`config.mk`:
```
export PLATFORM = sky130hd
export DESIGN_NAME = stream_fifo
export DESIGN_NICKNAME = d
export VERILOG_FILES = /design/src/rtl/stream_fifo.sv
export SDC_FILE = /design/constraint.sdc
export NUM_CORES = 1
export LEC_CHECK = 0
export ABC_AREA = 1
export CAP_MARGIN = 10
export CORE_UTILIZATION = 35
export DETAILED_ROUTE_END_ITERATION = 16
export HOLD_SLACK_MARGIN = 0.03
export PLACE_DENSITY = 0.58
export SLEW_MARGIN = 40
export SYNTH_ARGS = -nofsm -noshare
export SYNTH_HDL_FRONTEND = slang
export SYNTH_SLANG_ARGS = --single-unit
```
`constraint.sdc`:
```
create_clock -name clk -period 2.2 [get_ports clk]
set_input_delay 0.55 -clock clk [delete_from_list [all_inputs] [get_ports clk]]
set_output_delay 0.55 -clock clk [all_outputs]
set_load 0.05 [all_outputs]
```
`src/rtl/stream_fifo.sv`:
```
// Synchronous valid/ready FIFO with a registered-read memory and a FWFT output stage.
// It also provides occupancy, almost-full/almost-empty flags and a high-water mark.
module stream_fifo #(
  parameter int DATA_WIDTH = 8,
  parameter int ADDR_WIDTH = 4
) (
  input  logic                  clk,
  input  logic                  rst,
  input  logic                  flush,
  input  logic [DATA_WIDTH-1:0] in_data,
  input  logic                  in_valid,
  output logic                  in_ready,
  output logic [DATA_WIDTH-1:0] out_data,
  output logic                  out_valid,
  input  logic                  out_ready,
  input  logic [ADDR_WIDTH:0]   afull_thresh,
  input  logic [ADDR_WIDTH:0]   aempty_thresh,
  output logic [ADDR_WIDTH:0]   count,
  output logic                  almost_full,
  output logic                  almost_empty,
  output logic [ADDR_WIDTH:0]   high_water
);

  localparam int DEPTH = 1 << ADDR_WIDTH;
  localparam logic [ADDR_WIDTH:0] FULL = (ADDR_WIDTH+1)'(DEPTH);

  logic [DATA_WIDTH-1:0] mem [DEPTH];
  logic [ADDR_WIDTH:0]   wr_ptr;
  logic [ADDR_WIDTH:0]   rd_ptr;
  logic [ADDR_WIDTH:0]   count_q;
  logic [ADDR_WIDTH:0]   count_next;
  logic [ADDR_WIDTH:0]   hw_q;
  logic [DATA_WIDTH-1:0] rd_q;
  logic                  rd_vld;
  logic [DATA_WIDTH-1:0] head_data;
  logic                  head_vld;
  logic [DATA_WIDTH-1:0] skid_data;
  logic                  skid_vld;
  logic                  push;
  logic                  pop;
  logic                  rd_en;
  logic [1:0]            occ;

  assign in_ready = !rst && (count_q != FULL);
  assign push     = in_valid && in_ready;
  assign pop      = head_vld && out_ready;

  // Output slots already taken or promised; a read may only be issued
  // if its word is guaranteed a slot when it arrives.
  assign occ   = 2'(head_vld) + 2'(skid_vld) + 2'(rd_vld);
  assign rd_en = (wr_ptr != rd_ptr) && (occ <= 2'(pop) + 2'd1);

  always_comb begin
    count_next = count_q;
    if (push && !pop)
      count_next = count_q + 1'b1;
    else if (!push && pop)
      count_next = count_q - 1'b1;
  end

  always_ff @(posedge clk) begin
    if (push && !flush)
      mem[wr_ptr[ADDR_WIDTH-1:0]] <= in_data;
    if (rd_en)
      rd_q <= mem[rd_ptr[ADDR_WIDTH-1:0]];
  end

  always_ff @(posedge clk) begin
    if (rst || flush) begin
      wr_ptr    <= '0;
      rd_ptr    <= '0;
      count_q   <= '0;
      hw_q      <= '0;
      rd_vld    <= 1'b0;
      head_vld  <= 1'b0;
      head_data <= '0;
      skid_vld  <= 1'b0;
    end else begin
      count_q <= count_next;
      if (count_next > hw_q)
        hw_q <= count_next;
      if (push)
        wr_ptr <= wr_ptr + 1'b1;
      if (rd_en)
        rd_ptr <= rd_ptr + 1'b1;
      rd_vld <= rd_en;
      if (pop) begin
        if (skid_vld) begin
          head_data <= skid_data;
          skid_vld  <= rd_vld;
          if (rd_vld)
            skid_data <= rd_q;
        end else begin
          head_vld <= rd_vld;
          if (rd_vld)
            head_data <= rd_q;
        end
      end else if (rd_vld) begin
        if (!head_vld) begin
          head_vld  <= 1'b1;
          head_data <= rd_q;
        end else begin
          skid_vld  <= 1'b1;
          skid_data <= rd_q;
        end
      end
    end
  end

  assign out_data     = head_data;
  assign out_valid    = head_vld;
  assign count        = count_q;
  assign high_water   = hw_q;
  assign almost_full  = count_q >= afull_thresh;
  assign almost_empty = count_q <= aempty_thresh;

endmodule

```
Yosys cells after proc, flatten, opt, wreduce, memory -nomap -nowiden. Memories as Yosys holds them, arrays and structs flattened. A register that Yosys moved wholly into a read port is not among the register bits. Index checks and enable logic that the tools add are counted.

Memories kept: 1. Input bits: 23. RAM bits: 128. Logic and storage cells: 67. Bits in registers: 39. Output and inout port bits: 22.

Reduce and logical (&&, ||, !) cells: 19. Order comparisons: 4. $add $sub $neg: 7. Equality and inequality tests: 6. Bitwise logic cells: 1. Mux-type cells: 20.

Memory list: mem (words 16, bits a word 8, read ports 1, clocked after Yosys merged registers in 1, wr ports 1, RTL line 27) `logic [DATA_WIDTH-1:0] mem [DEPTH];`.

Operators with widths (number): 8-bit 2-to-1 mux (9); 5-bit by 1-bit adder with 5-bit output (second input constant) (3); 5-bit 2-to-1 mux (2); 1-bit 2-to-1 mux (9); 1-bit logical AND (7); 2-bit != test (second input constant) (3); 2-bit nonzero test (3); 5-bit >= comparator (1); 5-bit > comparator (1); 5-bit less-or-equal comparator (1); 5-bit != test (1); 5-bit != test (second input constant) (1); 5-bit AND reduction (1); 5-bit by 1-bit subtractor with 5-bit output (second input constant) (1); 1-bit zero test (4); 2-bit AND reduction (2); 3-bit AND reduction (1); 1-bit by 1-bit adder with 2-bit output (1); 1-bit by 1-bit adder with 2-bit output (second input constant) (1); 2-bit by 1-bit adder with 2-bit output (1); 2-bit less-or-equal comparator (1); 2-bit by 1-bit != test with 1-bit output (second input constant) (1); 1-bit logical OR (1); 1-bit inverter (1).

Longest topological paths before layout. Gate-level depths: netlist of the first run.

Word-level depth: 8. Mapped depth: 20. Mapped depth without buffers: 20.

Worst setup path after synthesis of the first run. OpenSTA, ideal clock, no wires.

Kind: register to register. Start: register count_q[0], in the netlist count[0]. End: register hw_q[1], in the netlist high_water[1]. Arrival time: 2852 ps. Data required time: 2144 ps. Clock period less this slack: 2907 ps. Stages on the path, launching flop included: 21. Path slack: -707 ps. Library setup time: 56 ps. Path buffers: 0. Path through: dfxtp_1 -> inv_1 -> ha_1 -> nand3_4 -> nand3_4 -> nand2_2 -> nand2_1 -> nand2_1 -> nand2_1 -> nand2_1 -> inv_1 -> ha_1 -> nand2_1 -> inv_1 -> o21ai_0 -> nand3_1 -> o21ai_1 -> inv_1 -> nand3_1 -> nand2_1 -> inv_1.

Word-level cells in the longest chain between the ends: 8. Elaborated cells between the ends (all ways): 11. Classes of those cells: add/sub: 2; order compare: 1; eq/ne: 1; mux: 2; reduce/logical: 5.

Ends and longest elaborated chain: start, declared (RTL line 30) `logic [ADDR_WIDTH:0] count_q;`; start signal, assigned (RTL line 79) `count_q <= count_next;`; branches (longest 6 deep; another with 5-bit by 1-bit subtractor with 5-bit output); 5-bit 2-to-1 mux (*) (RTL line 55) `if (push && !pop)`; net count_next[2] (RTL line 31) `logic [ADDR_WIDTH:0] count_next;`; 5-bit > comparator (*) (RTL line 80) `if (count_next > hw_q)`; end signal, assigned (RTL line 81) `hw_q <= count_next;`; end, declared (RTL line 32) `logic [ADDR_WIDTH:0] hw_q;`.

Mark *: on every way through the listed nets, which the timed path passes. A chain may end at the register's enable or synchronous reset.

Worst setup path in the final report of the first run.
Start: register count_q[0], in the netlist count[0]. End: output almost_empty.

Word-level cells in the longest chain between the ends: 1.

Ends and longest elaborated chain: 5-bit less-or-equal comparator (RTL line 115) `assign almost_empty = count_q <= aempty_thresh;`; end, declared (RTL line 20) `output logic almost_empty,`.

Every way passes these cells.

==> results of run 1 <==
==> worst paths after layout <==
kind | end | depth (start not counted)
worst min register to register | out_data[0] | 2
worst max-delay path | almost_empty | 8
worst max register to register | high_water[4] | 18
worst min-delay path | out_data[0] | 2
==> flip-flops by register name, indices dropped and copies added (netlist names) <==
register	flops
rd_q	8
out_valid	1
rd_vld	1
out_data	8
rd_ptr	5
skid_vld	1
high_water	5
wr_ptr	5
count	5
mem	128
skid_data	8
==> worst reg2reg max path, stage by stage (launching register included) <==
cell     delay, ns
dfxtp_4       0.36
inv_4         0.03
buf_6         0.11
ha_4          0.17
nand3_4       0.08
nand4_1       0.20
buf_4         0.21
nand2_2       0.06
nand2_2       0.06
inv_2         0.07
ha_4          0.21
nand2_2       0.06
inv_2         0.04
o21ai_2       0.15
nand3_2       0.12
o21ai_4       0.13
nand2_1       0.09
nand2_1       0.08
a21oi_2       0.03
==> synth_stat cells, types with 2 or more instances <==
cell / count / area, µm²
inv_1: 59 / 221
nand2_2: 3 / 18.8
nand3_1: 30 / 150
o211ai_1: 8 / 60.1
buf_4: 2 / 15.0
nor2_1: 102 / 383
inv_2: 3 / 11.3
xnor2_1: 4 / 35.0
o21ai_1: 5 / 25.0
o22ai_1: 21 / 131
xor2_1: 6 / 52.6
nand3_4: 2 / 35.0
o21bai_1: 2 / 15.0
o221ai_1: 8 / 70.1
nand2_1: 94 / 353
nand3b_1: 2 / 15.0
clkinv_1: 2 / 7.51
dfxtp_1: 31 / 621
nor2_4: 3 / 33.8
buf_2: 8 / 40.0
ha_1: 24 / 300
edfxtp_1: 144 / 4320
o21ai_0: 78 / 390
a21oi_1: 30 / 150
nand4_1: 3 / 18.8
clkbuf_1: 15 / 56.3
buf_6: 2 / 22.5
==> layout make-up <==
type                    instances  area [µm²]
clock inverters                15         166
clock buffers                  17         425
inverters                      64         250
repair buffers                108         975
fillers                      1968       11500
well taps                     275         344
flip-flops and latches        175        4960
multi-input cells             433        2620
==> metal layers <==
metal / global-route usage, % / vias up
li1: - / 2640
met3: 3.38 / 18
met4: 4.49 / 0
met5: 0 / -
met1: 21.4 / 2617
met2: 27.9 / 135
==> power by group through the flow <==
| stage | logic (mW) | clock network (mW) | registers [mW] |
|---|---|---|---|
| 2_1_floorplan | 0.472 | 0 | 3.84 |
| 3_3_place_gp | 0.894 | 0 | 3.76 |
| 6_report | 1.09 | 2.97 | 3.68 |
| 3_5_place_dp | 0.908 | 0 | 3.76 |
| 4_1_cts | 1.05 | 3.03 | 3.68 |
| 5_1_grt | 1.20 | 3.15 | 3.69 |
==> per-stage QoR <==
step                std cells  utilization, %
floorplan                 701               -
global route             1087            45.9
finish                   1087            45.9
CTS                      1084            45.5
detailed placement       1048            41.5
global placement         1048            41.5
==> placed cells by master (no fill, tap or decap), drive strengths merged, types with 7 or more instances in the layout <==
master         count
a21oi             30
buf               69
clkbuf            17
clkdlybuf4s50     27
clkinv             7
dfxtp             31
dlygate4sd2       11
edfxtp           144
ha                24
inv               70
nand2             97
nand3             32
nor2             106
o211ai             8
o21ai             84
o221ai             8
o22ai             21
==> kinds of logic after synthesis <==
kind of cell / Yosys count
xor+xnor: 10
simple gates: 244
flops: 175
fa+ha+maj: 25
buf+inv: 93
compound gates: 154
==> timing repair <==
action | CTS | global route
setup endpoints to repair | 12 | 7
pin swaps | 29 | 15
buffers inserted | 4 | 4
resized for setup | 55 | 17
==> results.sh, run 1 <==
export IMPL_die_width_um=150
export IMPL_synth_fa_ha_area_share_pct=4.19
export IMPL_status="complete, but fails checks"
export IMPL_total_power_mw=7.75
export IMPL_violations="setup timing"
export IMPL_cap_violations=0
export IMPL_crit_family="buffers and inverters"
export IMPL_cts_tree="done"
export IMPL_syn_inst=701
export IMPL_critPathLaunch="count[0]"
export IMPL_post_dp_cell_area_um2=8820
export IMPL_wl_met1_um=8110
export IMPL_synth_top_family_by_area="simple AND/OR/NAND/NOR gates"
export IMPL_final_cell_area_um2=9740
export IMPL_rows=53
export IMPL_grt_pass1_vias=5265
export IMPL_critPathMaxFanout=4
export IMPL_grt_pass1_wl_um=27900
export IMPL_min_from="out_data[0]"
export IMPL_area_growth_pct=27.5
export IMPL_setup_tns_ns=-1.17
export IMPL_required_ns=1.65
export IMPL_antenna_found_initial=0
export IMPL_startpoint_type="flop"
export IMPL_final_period_minus_worst_setup_slack_ns=2.40
export IMPL_fin_crit_sh_pct=109
export IMPL_grt_usage_pct=16.5
export IMPL_drive_above_1_share_pct=21.8
export IMPL_critPathKind="reg -> out"
export IMPL_cts_hold_buf=0
export IMPL_routed_wl_met2_um=8570
export IMPL_h_tree_depth=4
export IMPL_maxSlewHeadroom_pct=45.2
export IMPL_yosysWarnings=0
export IMPL_io_pins=45
export IMPL_netSwitchingFraction_pct=27.9
export IMPL_crit_top_cell="buf_6"
export IMPL_pwr_share_seq_pct=47.5
export IMPL_synth_compound_area_share_pct=11.3
export IMPL_combPwrFrac_pct=14.1
export IMPL_synth_cell_area_um2=7640
export IMPL_synth_xor_area_share_pct=1.15
export IMPL_cp_end_kind="output pin"
export IMPL_hold_viol=0
export IMPL_synth_edff_count=144
export IMPL_place_ws_ns=-0.551
export IMPL_final_nets=847
export IMPL_slowest_stage="dfxtp_4"
export IMPL_p_leak_nw=3.60
export IMPL_synth_simple_gate_area_share_pct=13.6
export IMPL_start_util_pct=36.0
export IMPL_cts_root_buf="clkbuf_16"
export IMPL_wl_met3_um=835
export IMPL_dieArea_um2=22400
export IMPL_diodes=0
export IMPL_topRoutingLayerUsed="met4"
export IMPL_finClkSkew_ns=0.0202
export IMPL_async_flop_share_pct=0
export IMPL_wl_per_cell_um=16.3
export IMPL_whs_ns=0.441
export IMPL_hpwl_um=11300
export IMPL_grt_overflow_total=0
export IMPL_switching_power_mw=2.16
export IMPL_worst_pin_slew_ns=0.822
export IMPL_critPathBufInv=5
export IMPL_clockBufferDepth=2
export IMPL_synthMuxAreaShare_pct=0
export IMPL_pwr_share_clk_pct=38.3
export IMPL_vias_per_cell=4.98
export IMPL_synth_avg_cell_area_um2=10.9
export IMPL_grt_max_degree=69
export IMPL_ys_ff_latch=175
export IMPL_dieHeight_um=150
export IMPL_portBuffers=44
export IMPL_clock_sinks=175
export IMPL_hp_class="reg -> reg"
export IMPL_rrSetupSlack_ns=-0.16
export IMPL_ant_nets=0
export IMPL_dr_pass1_iters=5
export IMPL_ys_flop_type="edfxtp_1"
export IMPL_cp_arrival_ns=1.85
export IMPL_syn_nets=749
export IMPL_setup_viol=7
export IMPL_powerDensity_nw_per_um2=795
export IMPL_yosysSeqAreaShare_pct=64.7
export IMPL_r2r_start="count[0]"
export IMPL_wirelength_um=17700
export IMPL_fmax_mhz=417
export IMPL_core_um2=21200
export IMPL_yosys_cell_types_count=37
export IMPL_drc=0
export IMPL_peakVddDrop_v=0.000581
export IMPL_path_cells="inv_4 > buf_6 > buf_4 > buf_6 > ha_4 > nand3_4 > o22ai_4 > buf_12"
export IMPL_place_congestion=0.835
export IMPL_cp_slowest_stage_delay_ns=0.36
export IMPL_clkTransAtPathRegs_ns=0.07
export IMPL_cts_buffers=17
export IMPL_p_int_mw=5.59
export IMPL_drt_initial_drc_count=339
export IMPL_vias=5410
export IMPL_clk_latency_ns=0.44
export IMPL_final_setup_worst_slack_ns=-0.198
export IMPL_rsz0062_at_grt="yes"
export IMPL_drv_slew=0
(Power assumes the default switching activity.)
==> inputs of run 2 (changes only) <==
--- a/config.mk
+++ b/config.mk
@@ -5,12 +5,11 @@
 export SDC_FILE = /design/constraint.sdc
 export NUM_CORES = 1
 export LEC_CHECK = 0
-export ABC_AREA = 1
 export CAP_MARGIN = 10
 export CORE_UTILIZATION = 35
 export DETAILED_ROUTE_END_ITERATION = 16
 export HOLD_SLACK_MARGIN = 0.03
-export PLACE_DENSITY = 0.58
+export PLACE_DENSITY = 0.59
 export SLEW_MARGIN = 40
 export SYNTH_ARGS = -nofsm -noshare
 export SYNTH_HDL_FRONTEND = slang
==> run 2 against run 1 <==
  * The flow still finishes with violations (setup timing)
  * Count of clock-buffer cells in the layout is 1 higher
  * Via count is 18% lower
  * Final area is 2.9% higher
  * Clock skew is 0.013 ns lower
  * Cell count is 18% lower
  * Fmax is 7.6% lower
  * Utilization is 3.0 points higher
  * Flip-flop and latch count stayed put
  * Critical endpoint is now high_water[4]
==> results.sh, run 2 <==
export IMPL_status="complete, but fails checks"
export IMPL_violations="setup timing"
export IMPL_yosysTopAreaCell="edfxtp_1"
export IMPL_final_cell_mix="144 x edfxtp_1, 49 x buf_4, 32 x mux4_2, 30 x nand2_1, 24 x dfxtp_1"
export IMPL_final_period_minus_worst_setup_slack_ns=2.60
export IMPL_post_synth_top_count_cell="edfxtp_1"
export IMPL_synth_edff_count=144
export IMPL_h_tree_depth=4
export IMPL_wirelength_um=16400
export IMPL_ant_nets=0
export IMPL_syn_nets=534
export IMPL_yosys_cell_types_count=46
export IMPL_grt_max_degree=36
export IMPL_critPathKind="reg -> reg"
export IMPL_cp_end_kind="flop"
export IMPL_die_width_um=147
export IMPL_vias=4456
export IMPL_startpoint_type="flop"
export IMPL_wl_per_cell_um=18.4
export IMPL_drt_initial_drc_count=244
export IMPL_grt_usage_pct=15.9
export IMPL_rsz0062_at_grt="yes"
export IMPL_synth_area_top_cells="edfxtp_1 58%, mux4_2 9.7%, dfxtp_1 8.4%"
export IMPL_rows=52
export IMPL_worst_pin_slew_ns=0.716
export IMPL_yosysWarnings=0
export IMPL_fmax_mhz=385
export IMPL_required_ns=2.51
export IMPL_final_nets=655
export IMPL_final_setup_worst_slack_ns=-0.396
export IMPL_area_growth_pct=35.2
export IMPL_cts_root_buf="clkbuf_16"
export IMPL_fillers=1748
export IMPL_clk_latency_ns=0.42
export IMPL_dr_pass1_iters=4
export IMPL_final_common_cell="edfxtp_1"
export IMPL_io_pins=45
export IMPL_core_um2=20500
export IMPL_powerDensity_nw_per_um2=700
export IMPL_syn_inst=486
export IMPL_ys_flop_type="edfxtp_1"
export IMPL_total_power_mw=7.01
export IMPL_fin_crit_sh_pct=118
export IMPL_grt_pass1_vias=4581
export IMPL_peakVddDrop_v=0.000491
export IMPL_maxSlewHeadroom_pct=52.1
export IMPL_critPathMaxFanout=6
export IMPL_p_leak_nw=3.52
export IMPL_drive_above_1_share_pct=36.0
export IMPL_cts_tree="done"
export IMPL_finClkSkew_ns=0.00726
export IMPL_yosys_top_cells_count="144 x edfxtp_1, 36 x nand2_1, 34 x nor2_1"
export IMPL_hpwl_um=10800
export IMPL_setup_viol=62
export IMPL_drv_slew=0
export IMPL_synth_avg_cell_area_um2=15.2
export IMPL_cts_buffers=17
export IMPL_async_flop_share_pct=0
export IMPL_portBuffers=44
export IMPL_whs_ns=0.465
export IMPL_synth_top_cell_area_share_pct=58.4
export IMPL_diodes=0
export IMPL_cap_violations=0
export IMPL_place_congestion=0.817
export IMPL_final_cell_area_um2=10000
export IMPL_clkTransAtPathRegs_ns=0.07
export IMPL_start_util_pct=36.1
export IMPL_grt_overflow_total=0
export IMPL_cp_arrival_ns=2.91
export IMPL_yosysSeqAreaShare_pct=66.8
export IMPL_drc=0
export IMPL_clock_sinks=175
export IMPL_synth_cell_area_um2=7410
export IMPL_dieArea_um2=21700
export IMPL_rrSetupSlack_ns=-0.40
export IMPL_place_ws_ns=-0.956
export IMPL_dieHeight_um=147
export IMPL_cts_hold_buf=0
export IMPL_largest_reg_flops=128
export IMPL_hp_class="reg -> reg"
export IMPL_clockBufferDepth=2
export IMPL_vias_per_cell=5.01
export IMPL_post_dp_cell_area_um2=8970
export IMPL_grt_pass1_wl_um=25700
export IMPL_ys_ff_latch=175
export IMPL_hold_viol=0
export IMPL_antenna_found_initial=0
run 2: cell types whose count changed after synthesis, sizes merged, moves of 11 or more:
cell,change
o21ai,-77
nor2,-70
nand2,-61
inv,-36
mux4,+32
nand3,-26
o22ai,-18
a211oi,+17
a21oi,-17
nor2b,+12
mux2i,+11
run 2: power breakdown:
part / internal, mW / total [mW] / leakage, nW / switching, mW
combinational: 0.198 / 0.419 / 1.68 / 0.222
clock: 1.70 / 2.98 / 0.285 / 1.28
sequential: 3.60 / 3.61 / 1.55 / 0.0129
total: 5.49 / 7.01 / 3.52 / 1.52
run 2: cell type report:
class | instances | area [µm²] | area share (%)
repair buffers | 125 | 1340 | 13.4
multi-input cells | 262 | 2690 | 26.8
flip-flops and latches | 175 | 4960 | 49.5
clock inverters | 14 | 156 | 1.56
inverters | 26 | 106 | 1.06
clock buffers | 18 | 429 | 4.28
well taps | 270 | 338 | 3.37
run 2: critical path, stage by stage, from the launching register on:
cell and delay (ns):
dfxtp_4 0.37, inv_4 0.04, ha_4 0.15, and4bb_4 0.22, or2_4 0.26, a21oi_2 0.16, or3_4 0.16, nand2_4 0.05
ha_4 0.28, nor2b_4 0.13, o211ai_1 0.10, a21oi_2 0.28, mux2i_1 0.24, nor2_1 0.06
run 2: metal layers:
layer / part of all wire, % / up-vias / global-route usage (%) / wire length, µm
li1: - / 2103 / - / -
met1: 46 / 2225 / 21.7 / 7560
met2: 48 / 107 / 25.0 / 7790
met3: 4.4 / 21 / 3.73 / 717
met4: 1.8 / 0 / 5.46 / 297
met5: 0 / - / 0 / 0
run 2: worst paths after layout:
| check | depth (start not counted) | from | endpoint |
|---|---|---|---|
| max | 13 | count[1] | high_water[4] |
| min | 0 | rd_q[5] | skid_data[5] |
| max reg2reg | 13 | count[1] | high_water[4] |
| min reg2reg | 0 | rd_q[5] | skid_data[5] |
run 2: cells by family after synthesis:
kind of cell | share of synthesized area (%)
multiplexers | 11.2
AND/OR/NAND/NOR | 7.72
XOR/XNOR | 1.54
buffers and inverters | 2.92
adder cells (fa/ha/maj) | 4.32
flip-flops | 66.8
AO/OA/AOI/OAI | 5.52
run 2: what timing repair did:
item,4_1_cts,5_1_grt
pin swaps,30,33
endpoints found under the hold margin,0,0
gates resized for setup,53,46
buffers inserted,13,5
endpoints found under the setup margin,155,120
run 2: metrics by stage:
step	instances	TNS, ns	util [%]
after global routing	890	-11.57	48.9
after floorplan	486	-5.14	-
after global placement	846	-79.76	43.8
final	890	-4.32	48.9
after CTS	890	-2.84	47.9
after detailed placement	846	-87.36	43.8
==> inputs of run 3 (changes only) <==
--- a/config.mk
+++ b/config.mk
@@ -9,7 +9,7 @@
 export CORE_UTILIZATION = 35
 export DETAILED_ROUTE_END_ITERATION = 16
 export HOLD_SLACK_MARGIN = 0.03
-export PLACE_DENSITY = 0.59
+export PLACE_DENSITY = 0.57
 export SLEW_MARGIN = 40
 export SYNTH_ARGS = -nofsm -noshare
 export SYNTH_HDL_FRONTEND = slang
==> constraint.sdc (replaced) <==
create_clock -name clk -period 2.7 [get_ports clk]
set_input_delay 0.675 -clock clk [delete_from_list [all_inputs] [get_ports clk]]
set_output_delay 0.675 -clock clk [all_outputs]
set_load 0.05 [all_outputs]
==> run 3 against run 2 <==
  * The run still ends with setup timing left
  * Final area fell by 6.2%
  * Setup slack better by 0.34 ns
  * Utilization decreased by 3.0 points
  * Wire length shrank 7.4%
  * Via count down 3.9%
  * Critical path type is now in -> out
  * Largest power group unchanged
==> results.sh, run 3 (same netlist as run 2, synthesis figures left out) <==
export IMPL_status="complete, but fails checks"
export IMPL_violations="setup timing"
export IMPL_final_cell_area_um2=9400
export IMPL_io_pins=45
export IMPL_final_common_cell="edfxtp_1"
export IMPL_ant_nets=0
export IMPL_antenna_found_initial=0
export IMPL_rsz0062_at_grt="yes"
export IMPL_final_cell_mix="144 x edfxtp_1, 52 x buf_4, 36 x clkdlybuf4s50_1, 34 x nand2_1, 34 x nor2_1"
export IMPL_final_nets=630
export IMPL_hold_end="skid_data[5]"
export IMPL_die_width_um=147
export IMPL_cts_tree="done"
export IMPL_post_dp_cell_area_um2=8570
export IMPL_required_ns=2.03
export IMPL_grt_max_degree=36
export IMPL_rows=52
export IMPL_grt_overflow_total=0
export IMPL_finClkSkew_ns=0.0116
export IMPL_diodes=0
export IMPL_drive_above_1_share_pct=28.7
export IMPL_r2r_end="high_water[0]"
export IMPL_setup_tns_ns=-0.0545
export IMPL_hpwl_um=10200
export IMPL_grt_busiest_layer="met2"
export IMPL_dieHeight_um=147
export IMPL_hold_path_depth=0
export IMPL_drc=0
export IMPL_place_ws_ns=-0.533
export IMPL_maxSlewHeadroom_pct=58.7
export IMPL_hp_class="reg -> reg"
export IMPL_r2r_start="count[1]"
export IMPL_grtUsageMet2_pct=25.0
export IMPL_portBuffers=44
export IMPL_min_from="rd_q[5]"
export IMPL_final_setup_worst_slack_ns=-0.0545
export IMPL_grt_usage_pct=14.9
export IMPL_cts_buffers=17
export IMPL_worst_pin_slew_ns=0.618
export IMPL_fin_crit_sh_pct=102
export IMPL_clkTransAtPathRegs_ns=0.07
export IMPL_grt_pass1_vias=4578
export IMPL_rrSetupSlack_ns=0.02
export IMPL_critPathKind="in -> out"
export IMPL_clock_sinks=175
export IMPL_dr_pass1_iters=4
export IMPL_cts_root_buf="clkbuf_16"
export IMPL_wirelength_um=15100
export IMPL_h_tree_depth=4
export IMPL_cp_end_kind="output pin"
export IMPL_cp_arrival_ns=2.08
export IMPL_start_util_pct=36.1
export IMPL_clk_latency_ns=0.43
export IMPL_largest_reg_flops=128
export IMPL_clockBufferDepth=2
export IMPL_startpoint_type="input port"
export IMPL_critPathMaxFanout=2
export IMPL_peakVddDrop_v=0.000494
export IMPL_setup_viol=1
export IMPL_hold_viol=0
export IMPL_fmax_mhz=363
export IMPL_area_growth_pct=26.9
export IMPL_core_um2=20500
export IMPL_worstRegToRegCells=15
export IMPL_fillers=1803
export IMPL_finalNonFillerCells=865
export IMPL_wl_per_cell_um=17.5
export IMPL_powerDensity_nw_per_um2=623
export IMPL_grt_met1_usage_pct=19.2
export IMPL_p_leak_nw=3.21
export IMPL_dieArea_um2=21700
export IMPL_post_place_cells=827
export IMPL_cap_violations=0
export IMPL_met3_usage_pct=3.18
export IMPL_place_congestion=0.789
export IMPL_vias=4280
export IMPL_fin_util_pct=45.8
export IMPL_vias_per_cell=4.95
export IMPL_grt_pass1_wl_um=24500
export IMPL_final_period_minus_worst_setup_slack_ns=2.75
export IMPL_drv_slew=0
export IMPL_drt_initial_drc_count=206
==> run 3: cell count changes in the layout (fill, tap and decap cells not counted), moves of 8 or more <==
cell / before / now
buf_12: 18 / 5
clkdlybuf4s50_1: 22 / 36
nor2_1: 21 / 34
nor2_4: 13 / 1
buf_6: 16 / 2
dlygate4sd2_1: 12 / 4
==> run 3: layout make-up <==
| cell class | count | area (µm²) | area share, % |
|---|---|---|---|
| Clock inverter | 15 | 201 | 2.14 |
| Multi-Input combinational cell | 262 | 2460 | 26.2 |
| Inverter | 26 | 103 | 1.09 |
| Tap cell | 270 | 338 | 3.60 |
| Clock buffer | 17 | 425 | 4.53 |
| Sequential cell | 175 | 4960 | 52.8 |
| Timing Repair Buffer | 100 | 913 | 9.72 |
==> run 3: routing by layer <==
layer	wire length (µm)	vias up	part of all wire, %
met4	193	0	1.3
met3	638	17	4.2
met1	6800	2127	45
li1	-	2044	-
met5	0	-	0
met2	7510	92	50
==> run 3: what timing repair did <==
action	in CTS	in global routing
gates cloned	0	0
setup endpoints to repair	7	18
pin swaps	18	12
buffers inserted	5	1
hold buffers	0	0
gates resized for setup	26	15
==> run 3: through the flow <==
stage / total power [mW] / hold slack (ns)
floorplan: 3.15 / 0.426
global placement: 3.28 / 0.436
detailed placement: 3.29 / 0.436
CTS: 5.90 / 0.453
global route: 6.04 / 0.477
finish: 5.85 / 0.452
==> run 3: worst max-delay path by stage <==
stage	from	slack, ns	cells past startpoint	endpoint
floorplan	count[1]	-0.04	13	high_water[4]
global placement	out_ready	-0.48	12	high_water[4]
detailed placement	out_ready	-0.53	14	high_water[4]
CTS	count[1]	-0.12	8	almost_empty
global route	count[1]	-0.12	8	almost_empty
finish	aempty_thresh[3]	-0.05	7	almost_empty
==> run 3: report_power, final <==
group | internal, mW | switching, mW | total, mW
Combinational | 0.152 | 0.166 | 0.318
Clock | 1.49 | 1.10 | 2.59
Sequential | 2.93 | 0.0133 | 2.94
==> run 3: critical path, stage by stage <==
cell	delay, ns
clkdlybuf4s50_1	0.47
inv_1	0.07
ha_4	0.25
o21a_1	0.10
o21a_1	0.20
o22ai_4	0.16
buf_12	0.16
